### src/rtl/tetris_score_level_ctrl.sv
// Score, line and level bookkeeping for the Tetris datapath. It also produces the
// level-dependent fall tick and a sequentially converted BCD copy of the score.
module tetris_score_level_ctrl #(
  parameter int SCORE_W         = 10,
  parameter int SCORE_MAX       = 999,
  parameter int PTS_1           = 1,
  parameter int PTS_2           = 10,
  parameter int PTS_3           = 66,
  parameter int PTS_4           = 100,
  parameter int LINES_W         = 8,
  parameter int LINES_PER_LEVEL = 10,
  parameter int LEVEL_MAX       = 9,
  parameter int TICK_BASE       = 25_000_000,
  parameter int TICK_STEP       = 2_000_000,
  parameter int TICK_MIN        = 2_500_000,
  parameter int BCD_DIGITS      = 4
) (
  input  logic                    clk,
  input  logic                    rstn,
  input  logic                    restart,
  input  logic                    pause,
  input  logic                    clr_valid,
  input  logic [2:0]              clr_count,
  output logic [SCORE_W-1:0]      score,
  output logic [LINES_W-1:0]      lines,
  output logic [3:0]              level,
  output logic                    target_reached,
  output logic                    falling_update,
  output logic [4*BCD_DIGITS-1:0] score_bcd,
  output logic                    bcd_valid
);

  localparam int LVL_W = $clog2(LINES_PER_LEVEL + 4);
  localparam int CNT_W = $clog2(SCORE_W + 1);
  localparam int TMR_W = $clog2(TICK_BASE + 1);
  localparam int BCD_W = 4 * BCD_DIGITS;

  localparam logic [SCORE_W:0]   PTS1_W = (SCORE_W+1)'(PTS_1);
  localparam logic [SCORE_W:0]   PTS2_W = (SCORE_W+1)'(PTS_2);
  localparam logic [SCORE_W:0]   PTS3_W = (SCORE_W+1)'(PTS_3);
  localparam logic [SCORE_W:0]   PTS4_W = (SCORE_W+1)'(PTS_4);
  localparam logic [SCORE_W:0]   MAX_X  = (SCORE_W+1)'(SCORE_MAX);
  localparam logic [SCORE_W-1:0] MAX_S  = SCORE_W'(SCORE_MAX);
  localparam logic [LVL_W-1:0]   LPL_W  = LVL_W'(LINES_PER_LEVEL);
  localparam logic [3:0]         LVL_MX = 4'(LEVEL_MAX);

  // ---------------------------------------------------------------------------
  // Line-clear event decode. clr_valid is a one-cycle event with no ready/backpressure:
  // it is consumed on the edge where it is high, or it is dropped when the count is
  // invalid or the target has been reached.
  // ---------------------------------------------------------------------------
  logic                 accept;
  logic                 score_chg;
  logic [SCORE_W:0]     pts;
  logic [SCORE_W:0]     score_sum;
  logic [SCORE_W-1:0]   score_nx;
  logic [LINES_W:0]     lines_sum;
  logic [LINES_W-1:0]   lines_nx;
  logic [LVL_W-1:0]     lvl_lines;
  logic [LVL_W-1:0]     lvl_sum;
  logic                 lvl_step;

  always_comb begin
    pts = '0;
    case (clr_count)
      3'd1:    pts = PTS1_W;
      3'd2:    pts = PTS2_W;
      3'd3:    pts = PTS3_W;
      3'd4:    pts = PTS4_W;
      default: pts = '0;
    endcase
    accept    = clr_valid && !target_reached && (clr_count >= 3'd1) && (clr_count <= 3'd4);
    score_sum = {1'b0, score} + pts;
    score_nx  = (score_sum >= MAX_X) ? MAX_S : score_sum[SCORE_W-1:0];
    score_chg = accept && (score_nx != score);
    lines_sum = {1'b0, lines} + (LINES_W+1)'(clr_count);
    lines_nx  = lines_sum[LINES_W] ? '1 : lines_sum[LINES_W-1:0];
    lvl_sum   = lvl_lines + LVL_W'(clr_count);
    lvl_step  = (lvl_sum >= LPL_W);
  end

  always_ff @(posedge clk or negedge rstn) begin
    if (!rstn) begin
      score          <= '0;
      lines          <= '0;
      level          <= '0;
      lvl_lines      <= '0;
      target_reached <= 1'b0;
    end else if (restart) begin
      score          <= '0;
      lines          <= '0;
      level          <= '0;
      lvl_lines      <= '0;
      target_reached <= 1'b0;
    end else if (accept) begin
      score <= score_nx;
      lines <= lines_nx;
      // Level-up keeps the remainder; lvl_lines keeps wrapping once level is capped.
      if (lvl_step) begin
        lvl_lines <= lvl_sum - LPL_W;
        if (level != LVL_MX) level <= level + 4'd1;
      end else begin
        lvl_lines <= lvl_sum;
      end
      if (score_nx == MAX_S) target_reached <= 1'b1;
    end
  end

  // ---------------------------------------------------------------------------
  // Fall timer
  // ---------------------------------------------------------------------------
  function automatic logic [TMR_W-1:0] period_m1_f(input logic [3:0] lv);
    int p;
    p = TICK_BASE - int'(lv) * TICK_STEP;
    if (p < TICK_MIN) p = TICK_MIN;
    return TMR_W'(p - 1);
  endfunction

  logic [TMR_W-1:0] tmr;
  logic [TMR_W-1:0] period_m1;
  logic             tick_hit;

  // ">=" rather than "==" so a level-up that shortens the period below the current
  // count fires immediately instead of wrapping the counter.
  assign period_m1      = period_m1_f(level);
  assign tick_hit       = (tmr >= period_m1);
  assign falling_update = !pause && !restart && tick_hit;

  always_ff @(posedge clk or negedge rstn) begin
    if (!rstn) begin
      tmr <= '0;
    end else if (restart) begin
      tmr <= '0;
    end else if (!pause) begin
      tmr <= tick_hit ? '0 : tmr + TMR_W'(1);
    end
  end

  // ---------------------------------------------------------------------------
  // BCD converter: shift-and-add-3, one bit per cycle
  // ---------------------------------------------------------------------------
  typedef enum logic [1:0] {
    BCD_IDLE  = 2'd0,
    BCD_SHIFT = 2'd1,
    BCD_DONE  = 2'd2
  } bcd_state_t;

  bcd_state_t         bcd_state;
  bcd_state_t         bcd_state_nx;
  logic [CNT_W-1:0]   sh_cnt;
  logic [SCORE_W-1:0] sh_bin;
  logic [BCD_W-1:0]   sh_bcd;
  logic [BCD_W-1:0]   adj;
  logic [BCD_W-1:0]   bcd_step;

  always_ff @(posedge clk or negedge rstn) begin
    if (!rstn) bcd_state <= BCD_IDLE;
    else       bcd_state <= bcd_state_nx;
  end

  always_comb begin
    bcd_state_nx = bcd_state;
    case (bcd_state)
      BCD_SHIFT: if (sh_cnt == CNT_W'(SCORE_W - 1)) bcd_state_nx = BCD_DONE;
      BCD_DONE:  bcd_state_nx = BCD_IDLE;
      default:   bcd_state_nx = bcd_state;
    endcase
    // A new score aborts whatever is in flight; restart beats everything.
    if (score_chg) bcd_state_nx = BCD_SHIFT;
    if (restart)   bcd_state_nx = BCD_IDLE;
  end

  always_comb begin
    adj = sh_bcd;
    for (int i = 0; i < BCD_DIGITS; i++) begin
      if (adj[4*i +: 4] >= 4'd5) adj[4*i +: 4] = adj[4*i +: 4] + 4'd3;
    end
    bcd_step = {adj[BCD_W-2:0], sh_bin[SCORE_W-1]};
  end

  always_ff @(posedge clk or negedge rstn) begin
    if (!rstn) begin
      sh_cnt    <= '0;
      sh_bin    <= '0;
      sh_bcd    <= '0;
      score_bcd <= '0;
      bcd_valid <= 1'b1;
    end else if (restart) begin
      sh_cnt    <= '0;
      sh_bin    <= '0;
      sh_bcd    <= '0;
      score_bcd <= '0;
      bcd_valid <= 1'b1;
    end else if (score_chg) begin
      sh_cnt    <= '0;
      sh_bin    <= score_nx;
      sh_bcd    <= '0;
      bcd_valid <= 1'b0;
    end else begin
      case (bcd_state)
        BCD_SHIFT: begin
          sh_bcd <= bcd_step;
          sh_bin <= sh_bin << 1;
          sh_cnt <= sh_cnt + CNT_W'(1);
        end
        BCD_DONE: begin
          score_bcd <= sh_bcd;
          bcd_valid <= 1'b1;
        end
        default: ;
      endcase
    end
  end

endmodule

### config.mk
export PLATFORM = sky130hd
export DESIGN_NAME = tetris_score_level_ctrl
export DESIGN_NICKNAME = d
export VERILOG_FILES = /design/src/rtl/tetris_score_level_ctrl.sv
export SDC_FILE = /design/constraint.sdc
export NUM_CORES = 1
export LEC_CHECK = 0
export BUFFER_PORTS_ARGS = -buffer_cell sky130_fd_sc_hd__clkbuf_2
export CAP_MARGIN = 20
export CORE_MARGIN = 4
export CORE_UTILIZATION = 35
export CTS_BUF_LIST = sky130_fd_sc_hd__clkbuf_16
export CTS_CLUSTER_SIZE = 12
export DETAILED_ROUTE_END_ITERATION = 16
export GPL_ROUTABILITY_DRIVEN = 1
export PLACE_DENSITY = 0.61
export SYNTH_ARGS = -nofsm -noshare
export SYNTH_HDL_FRONTEND = slang
export SYNTH_SLANG_ARGS = --single-unit
### constraint.sdc
create_clock -name clk -period 6.51 [get_ports clk]
set_clock_uncertainty 0.1 [all_clocks]
set_input_delay 0.651 -clock clk [delete_from_list [all_inputs] [get_ports clk]]
set_output_delay 0.651 -clock clk [all_outputs]
set_load 0.05 [all_outputs]
==> flow_summary_export.csv, run 1 <==
group,metric,value,unit
power,p_leak,0.00391,µW
sta,final.min_clock_period,6150,ps
logic_synthesis,synth_edf_count,0,
detailed_routing,num_vias,6456,
clock_network,cts_htree_levels,3,
detailed_routing,wire_per_inst,15.1,µm
final_layout,drive_above_1_share,13.1,%
detailed_routing,drcViolationCount,0,
logic_synthesis,syn-num-nets,959,
floorplanning,core,21800,µm²
setup_path,required,5760,ps
floorplanning,die_w,157,µm
logic_synthesis,synth_warnings,0,
setup_path,end_kind,"output port",
sta,layout_setup_ws,365,ps
placed_design,hpwl,12.8,mm
logic_synthesis,syn_area,7760,µm²
placed_design,post-place-ws,191,ps
clock_network,clkTransAtPathRegs,80,ps
sta,drv_slew,0,
logic_synthesis,avgSynthCellArea,8.85,µm²
clock_network,cts_tree,"done",
logic_synthesis,synthFlopType,"dfrtp_1",
run,max-cap-violations,0,
power,power_density,178,nW/µm²
sta,relSlewSlack,33.5,%
setup_path,startpoint_type,"flop",
floorplanning,rows,54,
sta,finalHoldViolCount,0,
detailed_routing,drt_iter0_drc,484,
logic_synthesis,ys_seq_area_share,32.6,%
logic_synthesis,synth_top_area_share,32.2,%
final_layout,final_core_util,40.1,%
status,run_status,"complete, no violations",
setup_path,critical_path.most_common_cell,"a21oi_1",
sta,tightest_slew,998,ps
clock_network,cts_buffers,9,
logic_synthesis,ys_types,71,
setup_path,path_buf_inv,3,
logic_synthesis,ys_seq_elements,101,
floorplanning,initial_utilization,35.6,%
placed_design,gp_congestion,0.829,
detailed_routing,wirelength,18.2,mm
floorplanning,die_h,157,µm
setup_path,cpLargestDelayFamily,"compound AO/OA/AOI/OAI gates",
clock_network,root_buffer,"clkbuf_16",
placed_design,port_buffers,48,
global_routing,antenna_found_initial,0,
clock_network,cts_max_path_buffers,2,
final_layout,syn2layout_area_growth,12.7,%
logic_synthesis,synth_top_area_cell,"dfrtp_1",
global_routing,grt_pass1_vias,6238,
global_routing,overflow,0,
final_layout,n_antenna_cell,0,
clock_network,clock_latency,360,ps
clock_network,clock_sinks,101,
sta,finalCritPeriodShare,94.4,%
final_layout,num-nets-final,1005,
detailed_routing,ant_nets,0,
floorplanning,die_area,24600,µm²
setup_path,critPathSlowestCell,"fa_1",
logic_synthesis,ys_async_sr_fraction,100,%
detailed_routing,drt_pre_antenna_iters,5,
global_routing,grt_max_degree,98,
power,irDropWorstVdd,0.128,mV
min_path,min_path_type,"input pin to async pin",
setup_path,max_stage_delay,600,ps
logic_synthesis,netlist_instances,877,
setup_path,cp.arrival,5390,ps
global_routing,grt_usage,15.1,%
setup_path,crit_chain,"fa_1 > fa_1 > ha_4 > nor2b_1 > o21a_1 > o21ai_2 > a21oi_1 > a2111oi_4 > buf_4 > xnor2_1 > o31ai_2 > buf_4 > a21oi_1 > ha_1 > a21o_1 > a21o_1 > a21oi_1 > o21ai_1 > a31oi_2 > nor2_1 > nor2_2 > nor3_4 > buf_6",
detailed_routing,avgViaCountPerCell,5.34,
clock_network,cts_hold_buf,0,
sta,setup_viol,0,
setup_path,crit_fanout,7,
logic_synthesis,synthTopCellsByArea,"dfrtp_1 (32%), ha_1 (11%), a21oi_1 (4.2%)",
floorplanning,pin_count,49,
setup_path,timing_worst_setup_path_type,"flop to output port",
sta,fmax,0.163,GHz
global_routing,grt_pass1_wl,31.0,mm
-- worst paths after layout --
path | from | to | slack [ps] | cells past startpoint
setup / recovery | level[1]$_DFFE_PN0P_ | falling_update | 360 | 23
hold / removal | rstn | score_bcd[10]$_DFFE_PN0P_ | 230 | 1
setup reg to reg | level[1]$_DFFE_PN0P_ | tmr[5]$_DFFE_PN0P_ | 860 | 24
hold reg to reg | lvl_lines[0]$_DFFE_PN0P_ | lvl_lines[0]$_DFFE_PN0P_ | 430 | 2
max in group asynchronous | rstn | level[1]$_DFFE_PN0P_ | 4900 | 2
min in group clk | lvl_lines[0]$_DFFE_PN0P_ | lvl_lines[0]$_DFFE_PN0P_ | 430 | 2
-- kinds of logic (layout without fill, tap and decap cells) --
family | count (synthesis) | in the layout | synth area share [%]
buffers and inverters | 86 | 137 | 4.66
adder cells (fa/ha/maj) | 74 | 74 | 12.7
XOR/XNOR | 44 | 44 | 5.14
AND/OR/NAND/NOR | 316 | 316 | 21.5
flip-flops | 101 | 101 | 32.6
multiplexers | 27 | 27 | 3.48
AO/OA/AOI/OAI | 229 | 229 | 20.0
-- synth_stat cells (27+ instances only) --
| cell | number |
|---|---|
| a21oi_1 | 65 |
| clkbuf_1 | 29 |
| dfrtp_1 | 100 |
| ha_1 | 66 |
| inv_1 | 46 |
| mux2i_1 | 27 |
| nand2_1 | 50 |
| nand2b_1 | 44 |
| nand3_1 | 31 |
| nor2_1 | 60 |
| nor3_1 | 39 |
| o21ai_0 | 46 |
-- report_power, final --
part | switching [µW] | internal [µW] | total (µW)
combinational | 218 | 118 | 336
clock | 267 | 269 | 536
sequential | 27.5 | 656 | 684
-- metal layers --
metal,global-route usage (%),up-vias,wire (µm)
met5,0,-,0
met4,3.84,0,199
met3,3.13,17,666
met2,25.0,86,8600
met1,20.4,3097,8780
li1,-,3256,-
-- cell usage in the layout, fill, tap and decap left out, drive strengths merged, types with 32 or more instances in the layout --
cell type and instances:
o21ai 46, nor3 39, nand3 32, ha 66, nor2 60, nand2 50
nand2b 44, clkbuf 54, a21oi 66, inv 49, dfrtp 100
-- registers in the layout, indices dropped and copies added, names as in the netlist --
| signal | count |
|---|---|
| tmr | 25 |
| score_bcd | 16 |
| sh_bcd | 16 |
| score | 10 |
| sh_bin | 10 |
| lines | 8 |
| level | 4 |
| lvl_lines | 4 |
| sh_cnt | 4 |
| bcd_state | 2 |
| bcd_valid | 1 |
| target_reached | 1 |
-- through the flow --
step | std cells | setup TNS, ps | total power [µW] | cell area, µm² | hold slack (ps)
floorplan | 877 | 0 | 948 | 7780 | 255
global placement | 1183 | 0 | 1030 | 8320 | 416
detailed placement | 1183 | 0 | 1030 | 8320 | 422
CTS | 1200 | 0 | 1580 | 8630 | 248
global route | 1208 | -4.34 | 1640 | 8750 | 281
finish | 1208 | 0 | 1560 | 8750 | 229
-- what timing repair did --
item | in CTS | in global routing
gates resized for setup | 4 | 12
endpoints found under the setup margin | 1 | 1
pin swaps | 0 | 4
setup buffers | 1 | 8
-- layout make-up --
cell class / count / area [µm²]
Timing Repair Buffer: 75 / 454
Tap cell: 280 / 350
Clock buffer: 9 / 225
Clock inverter: 7 / 66.3
Inverter: 46 / 173
Sequential cell: 101 / 2530
Multi-Input combinational cell: 690 / 4950
Fill cell: 2151 / 13100
No activity file was read; power rests on OpenSTA's default activity.
==> inputs of run 2 (changes only) <==
Settings changed: CORE_UTILIZATION 35 to 55, PLACE_DENSITY 0.61 to 0.83.
==> run 2 against run 1 <==
  * Via count up 3.4%
  * Sequential cell count unchanged
  * First-iteration DRC count up 5.4%
  * Global-route usage up 6.7 points
  * Routed wire length down 5.8%
  * Highest routed layer unchanged
==> flow_summary_export.csv, run 2 (same netlist as run 1, synthesis figures left out) <==
group,metric,value,unit
global_routing,grt_pass1_wl,29.9,mm
min_path,min_path_type,"input pin to async pin",
sta,tightest_slew,955,ps
setup_path,end_kind,"output port",
clock_network,clock_sinks,101,
clock_network,cts_hold_buf,0,
clock_network,cts_tree,"done",
global_routing,grt_max_degree,98,
power,irDropWorstVdd,0.131,mV
detailed_routing,wirelength,17.2,mm
setup_path,startpoint_type,"flop",
sta,finalCritPeriodShare,95.3,%
sta,fmax,0.161,GHz
status,run_status,"complete, no violations",
sta,finalHoldViolCount,0,
detailed_routing,num_vias,6676,
sta,relSlewSlack,36.3,%
final_layout,regMostFlops,"tmr",
floorplanning,initial_utilization,55.9,%
clock_network,clock_latency,350,ps
floorplanning,core,13900,µm²
global_routing,overflow,0,
sta,drv_slew,0,
final_layout,finish.instance_area,8640,µm²
detailed_routing,avgViaCountPerCell,6.05,
global_routing,antenna_found_initial,0,
detailed_routing,drt_pre_antenna_iters,5,
clock_network,root_buffer,"clkbuf_16",
floorplanning,die_area,16100,µm²
final_layout,largest_reg_flops,25,
final_layout,n_antenna_cell,0,
placed_design,post-place-ws,-39.4,ps
clock_network,cts_htree_levels,3,
final_layout,top_regs,"tmr (25), score_bcd (16), sh_bcd (16)",
clock_network,clkTransAtPathRegs,80,ps
final_layout,syn2layout_area_growth,11.2,%
placed_design,place_area,8180,µm²
run,max-cap-violations,0,
placed_design,hpwl,11.9,mm
detailed_routing,wire_per_inst,15.6,µm
detailed_routing,ant_nets,0,
detailed_routing,drcViolationCount,0,
floorplanning,die_w,127,µm
final_layout,final_core_util,62.2,%
placed_design,port_buffers,48,
setup_path,cp.arrival,5450,ps
sta,setup_viol,0,
setup_path,timing_worst_setup_path_type,"flop to output port",
final_layout,final_cell_mix,"dfrtp_1 (99), a21oi_1 (65), ha_1 (65), nor2_1 (59), nand2_1 (50)",
sta,layout_setup_ws,308,ps
floorplanning,rows,43,
sta,final.min_clock_period,6200,ps
setup_path,crit_fanout,8,
floorplanning,die_h,127,µm
clock_network,cts_max_path_buffers,2,
power,p_leak,0.00391,µW
detailed_routing,drt_iter0_drc,510,
final_layout,layout_commonest_cell,"dfrtp_1",
clock_network,cts_buffers,9,
final_layout,drive_above_1_share,13.0,%
final_layout,num-nets-final,1000,
global_routing,grt_usage,21.9,%
setup_path,required,5760,ps
global_routing,grt_pass1_vias,6342,
floorplanning,pin_count,49,
placed_design,gp_congestion,0.893,
power,power_density,183,nW/µm²
run 2: cell count changes in the layout (fill, tap and decap cells not counted), sizes merged:
cell,delta
buf,-5
bufinv,+1
clkinv,-1
run 2: repair_timing:
action	in CTS	in global routing
setup buffers	1	5
gates resized for setup	9	11
pin swaps	2	3
setup endpoints to repair	1	1
run 2: layout make-up:
class                      count  area (µm²)
fill                        1122        5240
multi-input combinational    690        4990
sequential                   101        2530
timing repair buffer          70         410
clock buffer                   9         225
tap                          180         225
inverter                      46         173
clock inverter                 7        81.3
run 2: critical path: stages (launching register included):
cell and delay [ps]:
dfrtp_2 460, inv_1 120, ha_1 250, fa_1 540
inv_1 70, fa_1 490, nor2b_1 150, o21a_1 150
o21ai_2 80, and4b_1 230, a2111oi_4 180, buf_4 190
xnor2_2 100, o31ai_4 340, a21oi_1 120, ha_1 310
a21o_1 160, a21o_1 160, a21oi_1 140, o21ai_0 130
a31oi_2 210, nor2_1 80, nor2_2 170, nor3_4 40
buf_4 220
run 2: where the power goes:
part	internal (µW)	total [µW]	switching (µW)
logic	118	335	216
registers	656	682	25.8
clock network	304	560	256
total	1080	1580	498
run 2: final timing paths:
path,cells past startpoint,from,slack [ps],endpoint
hold reg to reg,2,bcd_valid$_DFFE_PN1P_,430,bcd_valid$_DFFE_PN1P_
hold / removal,1,rstn,200,score_bcd[10]$_DFFE_PN0P_
setup / recovery,24,level[2]$_DFFE_PN0P_,310,falling_update
setup reg to reg,25,level[2]$_DFFE_PN0P_,740,tmr[17]$_DFFE_PN0P_
min in group clk,2,bcd_valid$_DFFE_PN1P_,430,bcd_valid$_DFFE_PN1P_
max in group asynchronous,2,rstn,4940,level[2]$_DFFE_PN0P_
run 2: through the flow:
stage | total power [µW] | std cells | TNS [ps] | hold slack, ps
3_5_place_dp | 1030 | 1081 | -39.4 | 420
6_report | 1580 | 1103 | 0 | 199
2_1_floorplan | 948 | 877 | 0 | 255
5_1_grt | 1660 | 1103 | -1.59 | 234
3_3_place_gp | 1020 | 1081 | 0 | 402
4_1_cts | 1580 | 1098 | 0 | 221
run 2: metal layers:
metal / track usage, % / share of wire [%] / up-vias
met2: 37.1 / 49 / 138
met5: 0 / 0 / -
met1: 29.3 / 46 / 3244
li1: - / - / 3265
met3: 3.33 / 3.5 / 29
met4: 5.99 / 1.9 / 0
